`config.mk`:
```
export PLATFORM = sky130hd
export DESIGN_NAME = load_store_unit
export DESIGN_NICKNAME = d
export VERILOG_FILES = /design/src/rtl/load_store_unit.sv
export SDC_FILE = /design/constraint.sdc
export NUM_CORES = 1
export LEC_CHECK = 0
export BUFFER_PORTS_ARGS = -buffer_cell sky130_fd_sc_hd__buf_4
export CAP_MARGIN = 30
export CORE_MARGIN = 2
export CORE_UTILIZATION = 39
export CTS_CLUSTER_SIZE = 20
export DETAILED_ROUTE_END_ITERATION = 8
export PLACE_DENSITY = 0.64
export SKIP_CTS_REPAIR_TIMING = 1
export SLEW_MARGIN = 20
export SYNTH_ARGS = -nofsm -noshare
export SYNTH_HDL_FRONTEND = slang
export SYNTH_SLANG_ARGS = --single-unit
```
`constraint.sdc`:
```
create_clock -name clk -period 4 [get_ports clk]
set_clock_uncertainty 0.1 [all_clocks]
set_input_delay 0.6 -clock clk [delete_from_list [all_inputs] [get_ports clk]]
set_output_delay 0.6 -clock clk [all_outputs]
set_load 0.02 [all_outputs]
```
`src/rtl/load_store_unit.sv`:
```
// ============================================================================
// Module   : load_store_unit
// Purpose  : Single-outstanding load/store unit with lane steering and load
//            sign/zero extension; stalls execute while a transaction is open.
// Revision : 1.0
// ============================================================================
`default_nettype none

module load_store_unit (
    input  logic        clk,
    input  logic        rst,
    input  logic [6:0]  instr_opcode_DE,
    input  logic [2:0]  funct3_DE,
    input  logic [31:0] alu_addr,
    input  logic [31:0] store_data,
    output logic        mem_req_valid,
    input  logic        mem_req_ready,
    output logic        mem_we,
    output logic [31:0] mem_addr,
    output logic [31:0] mem_wdata,
    output logic [3:0]  mem_wmask,
    input  logic        mem_rsp_valid,
    input  logic [31:0] mem_rdata,
    output logic [31:0] load_data,
    output logic        load_valid,
    output logic        lsu_stall,
    output logic        misaligned
);

    localparam logic [6:0] c_OP_LOAD  = 7'b0000011;
    localparam logic [6:0] c_OP_STORE = 7'b0100011;

    typedef enum logic [1:0] {
        S_IDLE = 2'd0,
        S_REQ  = 2'd1,
        S_WAIT = 2'd2,
        S_DONE = 2'd3
    } state_t;

    state_t      r_state;
    logic [6:0]  r_opcode;
    logic [2:0]  r_funct3;
    logic [31:0] r_addr;
    logic [31:0] r_wdata;
    logic [31:0] r_load_data;

    logic        w_is_load_in;
    logic        w_is_store_in;
    logic        w_mis_in;
    logic        w_issue;
    logic        w_r_is_load;
    logic        w_sel_store;
    logic [2:0]  w_sel_funct3;
    logic [31:0] w_sel_addr;
    logic [31:0] w_sel_data;
    logic [3:0]  w_lane_mask;
    logic [31:0] w_lane_data;
    logic [7:0]  w_byte;
    logic [15:0] w_half;
    logic [31:0] w_fmt;

    // Decode of the instruction currently presented by the execute stage
    always_comb begin
        w_is_load_in  = 1'b0;
        w_is_store_in = 1'b0;
        if (instr_opcode_DE == c_OP_LOAD) begin
            w_is_load_in = (funct3_DE == 3'b000) || (funct3_DE == 3'b001) ||
                           (funct3_DE == 3'b010) || (funct3_DE == 3'b100) ||
                           (funct3_DE == 3'b101);
        end
        if (instr_opcode_DE == c_OP_STORE) begin
            w_is_store_in = (funct3_DE == 3'b000) || (funct3_DE == 3'b001) ||
                            (funct3_DE == 3'b010);
        end
        w_mis_in = ((funct3_DE[1:0] == 2'b01) && alu_addr[0]) ||
                   ((funct3_DE[1:0] == 2'b10) && (alu_addr[1:0] != 2'b00));
    end

    assign w_issue     = (r_state == S_IDLE) && (w_is_load_in || w_is_store_in) && !w_mis_in;
    assign w_r_is_load = (r_opcode == c_OP_LOAD);

    // The first request cycle comes straight from execute; retries replay the capture
    always_comb begin
        if (r_state == S_IDLE) begin
            w_sel_store  = w_is_store_in;
            w_sel_funct3 = funct3_DE;
            w_sel_addr   = alu_addr;
            w_sel_data   = store_data;
        end else begin
            w_sel_store  = (r_opcode == c_OP_STORE);
            w_sel_funct3 = r_funct3;
            w_sel_addr   = r_addr;
            w_sel_data   = r_wdata;
        end
    end

    always_comb begin
        w_lane_mask = 4'b0000;
        w_lane_data = 32'd0;
        case (w_sel_funct3[1:0])
            2'b00: begin
                w_lane_mask = 4'b0001 << w_sel_addr[1:0];
                w_lane_data = {4{w_sel_data[7:0]}};
            end
            2'b01: begin
                w_lane_mask = 4'b0011 << w_sel_addr[1:0];
                w_lane_data = {2{w_sel_data[15:0]}};
            end
            2'b10: begin
                w_lane_mask = 4'b1111;
                w_lane_data = w_sel_data;
            end
            default: begin
                w_lane_mask = 4'b0000;
                w_lane_data = 32'd0;
            end
        endcase
    end

    assign mem_req_valid = w_issue || (r_state == S_REQ);
    assign mem_we        = mem_req_valid && w_sel_store;
    assign mem_addr      = {w_sel_addr[31:2], 2'b00};
    assign mem_wmask     = mem_we ? w_lane_mask : 4'b0000;
    assign mem_wdata     = mem_we ? w_lane_data : 32'd0;
    assign lsu_stall     = w_issue || (r_state == S_REQ) || (r_state == S_WAIT);
    assign misaligned    = (r_state == S_IDLE) && (w_is_load_in || w_is_store_in) && w_mis_in;
    assign load_valid    = (r_state == S_DONE) && w_r_is_load;
    assign load_data     = r_load_data;

    // Response lane extraction uses the address captured at issue time
    always_comb begin
        case (r_addr[1:0])
            2'b00:   w_byte = mem_rdata[7:0];
            2'b01:   w_byte = mem_rdata[15:8];
            2'b10:   w_byte = mem_rdata[23:16];
            default: w_byte = mem_rdata[31:24];
        endcase
        w_half = r_addr[1] ? mem_rdata[31:16] : mem_rdata[15:0];
        case (r_funct3)
            3'b000:  w_fmt = {{24{w_byte[7]}}, w_byte};
            3'b100:  w_fmt = {24'd0, w_byte};
            3'b001:  w_fmt = {{16{w_half[15]}}, w_half};
            3'b101:  w_fmt = {16'd0, w_half};
            default: w_fmt = mem_rdata;
        endcase
    end

    always_ff @(posedge clk) begin
        if (rst) begin
            r_state     <= S_IDLE;
            r_opcode    <= 7'd0;
            r_funct3    <= 3'd0;
            r_addr      <= 32'd0;
            r_wdata     <= 32'd0;
            r_load_data <= 32'd0;
        end else begin
            case (r_state)
                S_IDLE: begin
                    if (w_issue) begin
                        r_opcode <= instr_opcode_DE;
                        r_funct3 <= funct3_DE;
                        r_addr   <= alu_addr;
                        r_wdata  <= store_data;
                        if (mem_req_ready)
                            r_state <= w_is_load_in ? S_WAIT : S_DONE;
                        else
                            r_state <= S_REQ;
                    end
                end
                S_REQ: begin
                    if (mem_req_ready)
                        r_state <= w_r_is_load ? S_WAIT : S_DONE;
                end
                S_WAIT: begin
                    if (mem_rsp_valid) begin
                        r_load_data <= w_fmt;
                        r_state     <= S_DONE;
                    end
                end
                default: begin
                    // DONE releases the pipeline without looking at execute again
                    r_state <= S_IDLE;
                end
            endcase
        end
    end

endmodule

`default_nettype wire
```
==> results of run 1 <==
[cell usage in the layout (no fill, tap or decap), types with 2 or more instances in the layout]
master	Yosys	layout
a311oi_1	4	4
a2bb2oi_1	5	5
dfxtp_1	108	108
mux2i_1	10	10
nor2b_1	8	8
inv_1	7	7
o221ai_1	8	8
a31oi_1	4	4
nand3b_1	8	8
a22oi_1	5	5
inv_6	0	2
clkinvlp_4	0	2
buf_4	5	226
o21ai_0	15	15
ha_1	5	4
nor3b_1	9	9
nor4bb_1	2	2
nand4_1	2	2
clkbuf_16	0	10
and2_1	2	2
nand3_1	4	4
a211oi_1	30	30
nand2_1	187	187
nor3_1	8	8
nor2_1	58	58
nand2b_1	4	4
mux2_2	65	65
or4_1	2	2
conb_1	1	2
a21oi_1	104	104
o22ai_1	3	3
[state kept, by name (all words and copies together) (netlist names)]
name,cells
load_data,32
r_state,2
r_funct3,3
r_opcode,7
r_addr,32
r_wdata,32
[worst reg2reg max path, delay by kind of cell, from the launching register on]
kind,cells,cell delay [ps]
AOI/OAI and AO/OA,1,140
DFF,1,360
adders and majority gates,1,350
buffers and inverters,3,880
and+or+nand+nor,2,570
[worst max path at each step]
stage                    endpoint          startpoint  slack [ps]  cells after the start
floorplan           mem_wdata[24]          r_state[0]        1090                      7
global placement     mem_wmask[3]  instr_opcode_DE[2]         450                      7
CTS                 mem_wdata[26]          r_state[0]         100                      8
global route         mem_wmask[1]          r_state[0]         130                      9
detailed placement  mem_wdata[28]          r_state[0]         510                      8
finish               mem_wmask[0]          r_state[0]         360                      9
[final cells by class]
class / count / share of cell area [%]
inverters: 7 / 0.3380
clock inverters: 6 / 0.5955
well taps: 184 / 2.962
repair buffers: 229 / 22.36
clock buffers: 10 / 2.945
multi-input cells: 568 / 42.99
flip-flops and latches: 108 / 27.81
[cells in the mapped netlist (all sizes together)]
library cell / n
nand2: 187
and4: 1
inv: 7
nand4: 2
mux4: 1
nor3b: 9
clkbuf: 35
buf: 26
nand3b: 8
mux2i: 11
ha: 5
o21ai: 16
a311oi: 4
xor2: 1
nor2: 59
nand3: 4
o21a: 1
or2: 2
mux2: 65
nor2b: 8
or4: 2
and2: 2
nand2b: 4
a21oi: 104
nor4bb: 2
a31oi: 4
and3: 1
o22ai: 3
nor3: 8
o211ai: 1
conb: 1
and3b: 1
a41oi: 1
dfxtp: 108
o221ai: 8
a211oi: 31
a22oi: 5
a2bb2oi: 5
[where the power goes]
| part | leakage (nW) | internal [mW] | total (mW) | switching (mW) |
|---|---|---|---|---|
| logic | 2.10 | 0.893 | 1.98 | 1.09 |
| registers | 0.871 | 1.15 | 1.19 | 0.0433 |
| clock network | 0.129 | 0.428 | 0.871 | 0.442 |
[layer usage]
layer  up-vias  track usage [%]  share of wire, %
li1       2923                -                 -
met1      2676            30.20                46
met2       196            34.25                45
met3        23            5.310               6.9
met4         0            8.403               2.1
met5         -                0                 0
[kinds of logic after synthesis]
kind of cell,after synthesis
other,1
XOR/XNOR,1
buffers and inverters,68
flip-flops,108
multiplexers,77
AND/OR/NAND/NOR,300
AO/OA/AOI/OAI,183
adder cells (fa/ha/maj),5
==> run metrics, run 1 <==
status=completed; TritonCTS buffer count=9; post-synthesis mux area share=14.90%; clock slew at reported path FFs=80 ps; crit end category=output pin; Post-Synth Adder-Cell Area=1.073%; Power Dens Cells=520.5 nW/um^2; hold path startpoint=r_wdata[2]; Detailed Place HPWL=13060 um; top cells by area, synth=dfxtp_1 (37%), mux2_2 (13%), nand2_1 (12%); CTS root buffer=clkbuf_16; worst-path fanout max=21; crit path cell chain=inv_1 > ha_4 > buf_4 > nand3_1 > o21ai_0 > o221ai_1 > buf_2 > nor2_1 > buf_4; final cell count without fillers=1112; Worst-Margin Slew=890.1 ps; final setup TNS=0 ps; Power, Total=4.046 mW; 1st-pass router iterations=5; Synth Area in Simple Gates=22.04%; max_slew headroom=40.66%; CP bufs+invs=4; via count=5818; Die Y=126.3 um; worst-skew pair later-pin latency=360 ps; total congestion overflow=0; first-pass GRT wire length=28520 um; initial DRC count=458; R2R Path Start=r_state[0]; startpoint types=flip-flop; slowest stage delay, CP=390 ps; layout cell share with drive strength beyond 1=34.16%; initial antenna violation count=0; Initial Util=39.96%; worst min path class=flip-flop to flip-flop; final instance area=7774 um^2; Worst Hold End=r_wdata[2]; Routed wire per std cell=16.46 um; Avg Synthesized Cell Area=7.846 um^2; Core Util, Final=53.28%; CP delay by family, top=buffers and inverters; max-cap violations=0; min cycle time layout=3644 ps; top-area cell type share of the netlist area=37.09%; vias in the first global route=5317; FP Rows=44; Worst Setup Path Type=flip-flop to output pin; Post-DP Area=7462 um^2; Most Frequent Cell on Critical Path=buf_4; mapped cell area=5829 um^2; number of setup violations in the final report=0; area grow syn2layout=33.35%; cell depth of the worst hold path=2; Reg2Reg Depth=7; fillcell total=1431; DP Cell Count=1094; area leader, netlist=dfxtp_1; unrepaired setup endpoints after global routing=no; Leak=3.098 nW; Distinct cells, synth=46; period utilisation layout=91.10%; peak supply drop=261.1 uV; die area=15940 um^2; final hold vios=0; register area=2162 um^2; Residual DRC=0; Core Area=14590 um^2; largest net degree at the start of global routing=78; FF-to-FF End=r_addr[30]; WL final=18310 um; ant diodes=0; Post-Place Worst Slack=507.7 ps; Syn Inst Count=743; final net count=1038; DIE WIDTH=126.3 um; xor/xnor cell area share of the yosys netlist=0.1502%; multi-input logic area=3342 um^2; sequential-to-total area share from yosys stat=37.09%; CTS tree=yes; Total GRT Usage=22.22%; H-tree depth=3; Antenna Nets Post-Route=0; clk sink count=108; PortBufs=212; I/O pins=215; Worst R2R Setup Slack=1510 ps; #FFs+latches synth=108; Synth Area in Compound Gates=18.80%; Final WS setup=356.1 ps; hold slack=348.6 ps; final slew viol count=0; CTS Buffer Depth=2; Max Clk Rate=274.4 MHz; Worst path slowest cell=o21ai_0; routed vias/inst=5.232; required time worst endpoint=3300 ps; Yosys Warn Count=0; final RePlAce weighted congestion=0.8969; largest family of logic cells by synthesized area=simple AND/OR/NAND/NOR gates; worst endpoint data arrival time=2940 ps
Note: power is estimated with default switching activity, not from simulation.
==> run 2, diff against run 1 <==
Settings changed: CORE_ASPECT_RATIO set to 0.75, CORE_UTILIZATION 39 to 54, PLACE_DENSITY 0.64 to 0.84.
==> run metrics, run 2 (synthesis results as in run 1) <==
status=completed; min cycle time layout=3630 ps; Core Area=10410 um^2; Worst Setup Path Type=flip-flop to output pin; startpoint types=flip-flop; worst endpoint data arrival time=2930 ps; met3 WL=1733 um; die area=11650 um^2; final RePlAce weighted congestion=0.9762; vias in the first global route=5705; Worst R2R Setup Slack=1540 ps; crit end category=output pin; FP Rows=32; largest net degree at the start of global routing=62; Max Clk Rate=275.4 MHz; 1st-pass router iterations=5; I/O pins=215; via count=6186; most common cell after layout, fill and taps aside=buf_4; R2R Path Start=r_state[0]; H-tree depth=3; FF-to-FF End=r_addr[23]; layout cell share with drive strength beyond 1=34.13%; Total GRT Usage=31.14%; worst min path class=flip-flop to flip-flop; ant diodes=0; max-cap violations=0; Worst path slowest cell=ha_4; Antenna Nets Post-Route=0; CTS Buffer Depth=2; Detailed Place HPWL=13490 um; initial DRC count=848; Die Y=93.98 um; TritonCTS buffer count=9; period utilisation layout=90.76%; max_slew headroom=53.36%; hold slack=350.2 ps; hold path startpoint=r_wdata[14]; first-pass GRT wire length=28470 um; met2 wire length=8477 um; DIE WIDTH=124.0 um; Worst-Margin Slew=690.3 ps; worst-skew pair later-pin latency=350 ps; routed vias/inst=5.825; met1 WL=7711 um; cell depth of the worst hold path=2; area grow syn2layout=32.56%; commonest cells after routing, fill and taps aside=buf_4 (225), nand2_1 (187), dfxtp_1 (108), a21oi_1 (104), mux2_2 (65); initial antenna violation count=0; required time worst endpoint=3300 ps; Routed wire per std cell=17.26 um; number of setup violations in the final report=0; PortBufs=212; unrepaired setup endpoints after global routing=no; Power Dens Cells=520.6 nW/um^2; total congestion overflow=0; slowest stage delay, CP=520 ps; Residual DRC=0; Reg2Reg Depth=6; final setup TNS=0 ps; WL final=18330 um; final net count=1036; Worst Hold End=r_wdata[14]; CTS root buffer=clkbuf_16; worst-path fanout max=41; CP bufs+invs=3; CP delay by family, top=simple AND/OR/NAND/NOR gates; top sig layer=met4; CTS tree=yes; Initial Util=56.00%; clock slew at reported path FFs=70 ps; Leak=3.109 nW; clk sink count=108; final slew viol count=0; peak supply drop=438.4 uV; crit path cell chain=inv_1 > ha_4 > mux2_2 > nor2_1 > buf_4 > or2_1 > a22oi_1 > nor2_1 > buf_4; final hold vios=0; Core Util, Final=74.23%
==> run 2: cell count changes in the layout (fill, tap and decap cells not counted) <==
cell and change:
clkinv_4 +1, buf_16 +1, clkinvlp_4 -2, clkbuf_1 -1, buf_4 -1, clkbuf_8 +2
buf_6 -1, clkbuf_16 -1, buf_2 -1, inv_6 -1, buf_8 +1, inv_8 +1
==> run 2: per-layer routing <==
| metal | up-vias | global-route usage, % |
|---|---|---|
| met1 | 2903 | 41.52 |
| met5 | - | 0 |
| met2 | 314 | 49.54 |
| li1 | 2931 | - |
| met3 | 38 | 7.464 |
| met4 | 0 | 10.39 |
==> run 2: area by class of cell <==
class | count | area, um^2
clock inverters | 5 | 42.54
fillers | 797 | 2683
repair buffers | 227 | 1732
inverters | 7 | 26.28
well taps | 136 | 170.2
flip-flops and latches | 108 | 2162
clock buffers | 11 | 252.7
multi-input cells | 568 | 3342
==> run 2: power breakdown <==
part	leakage, nW	switching (mW)	total (mW)	internal [mW]
logic	2.09	1.08	1.94	0.862
registers	0.871	0.0506	1.20	1.15
clock network	0.148	0.416	0.881	0.465
total	3.11	1.55	4.02	2.48
==> run 2: worst max-delay path by stage <==
stage                     cells past startpoint  slack [ps]               start            end
after global routing                          9         220          r_state[0]  mem_wdata[14]
after detailed placement                      7         480  instr_opcode_DE[2]   mem_wdata[7]
after floorplan                               7        1090          r_state[0]  mem_wdata[24]
after global placement                        7         620  instr_opcode_DE[2]   mem_wmask[3]
final                                         9         370          r_state[0]  mem_wdata[12]
after CTS                                     7         350          r_state[0]   mem_wdata[7]
==> run 2: worst register-to-register path, delay by kind of cell (launching register included) <==
family          cells  cell delay [ps]
compound gates      1              180
fa+ha+maj           1              520
buf+inv             2              670
flops               1              360
simple gates        2              550
==> run 2: metrics by stage <==
stage          area, um^2  total power [mW]  cells  setup WS, ps
2_1_floorplan        5833             2.485    744          1093
3_3_place_gp         7382             3.095   1043         618.7
3_5_place_dp         7410             3.133   1044         478.5
4_1_cts              7705             4.010   1060         348.7
5_1_grt              7727             4.207   1062         215.7
6_report             7727             4.023   1062         369.5
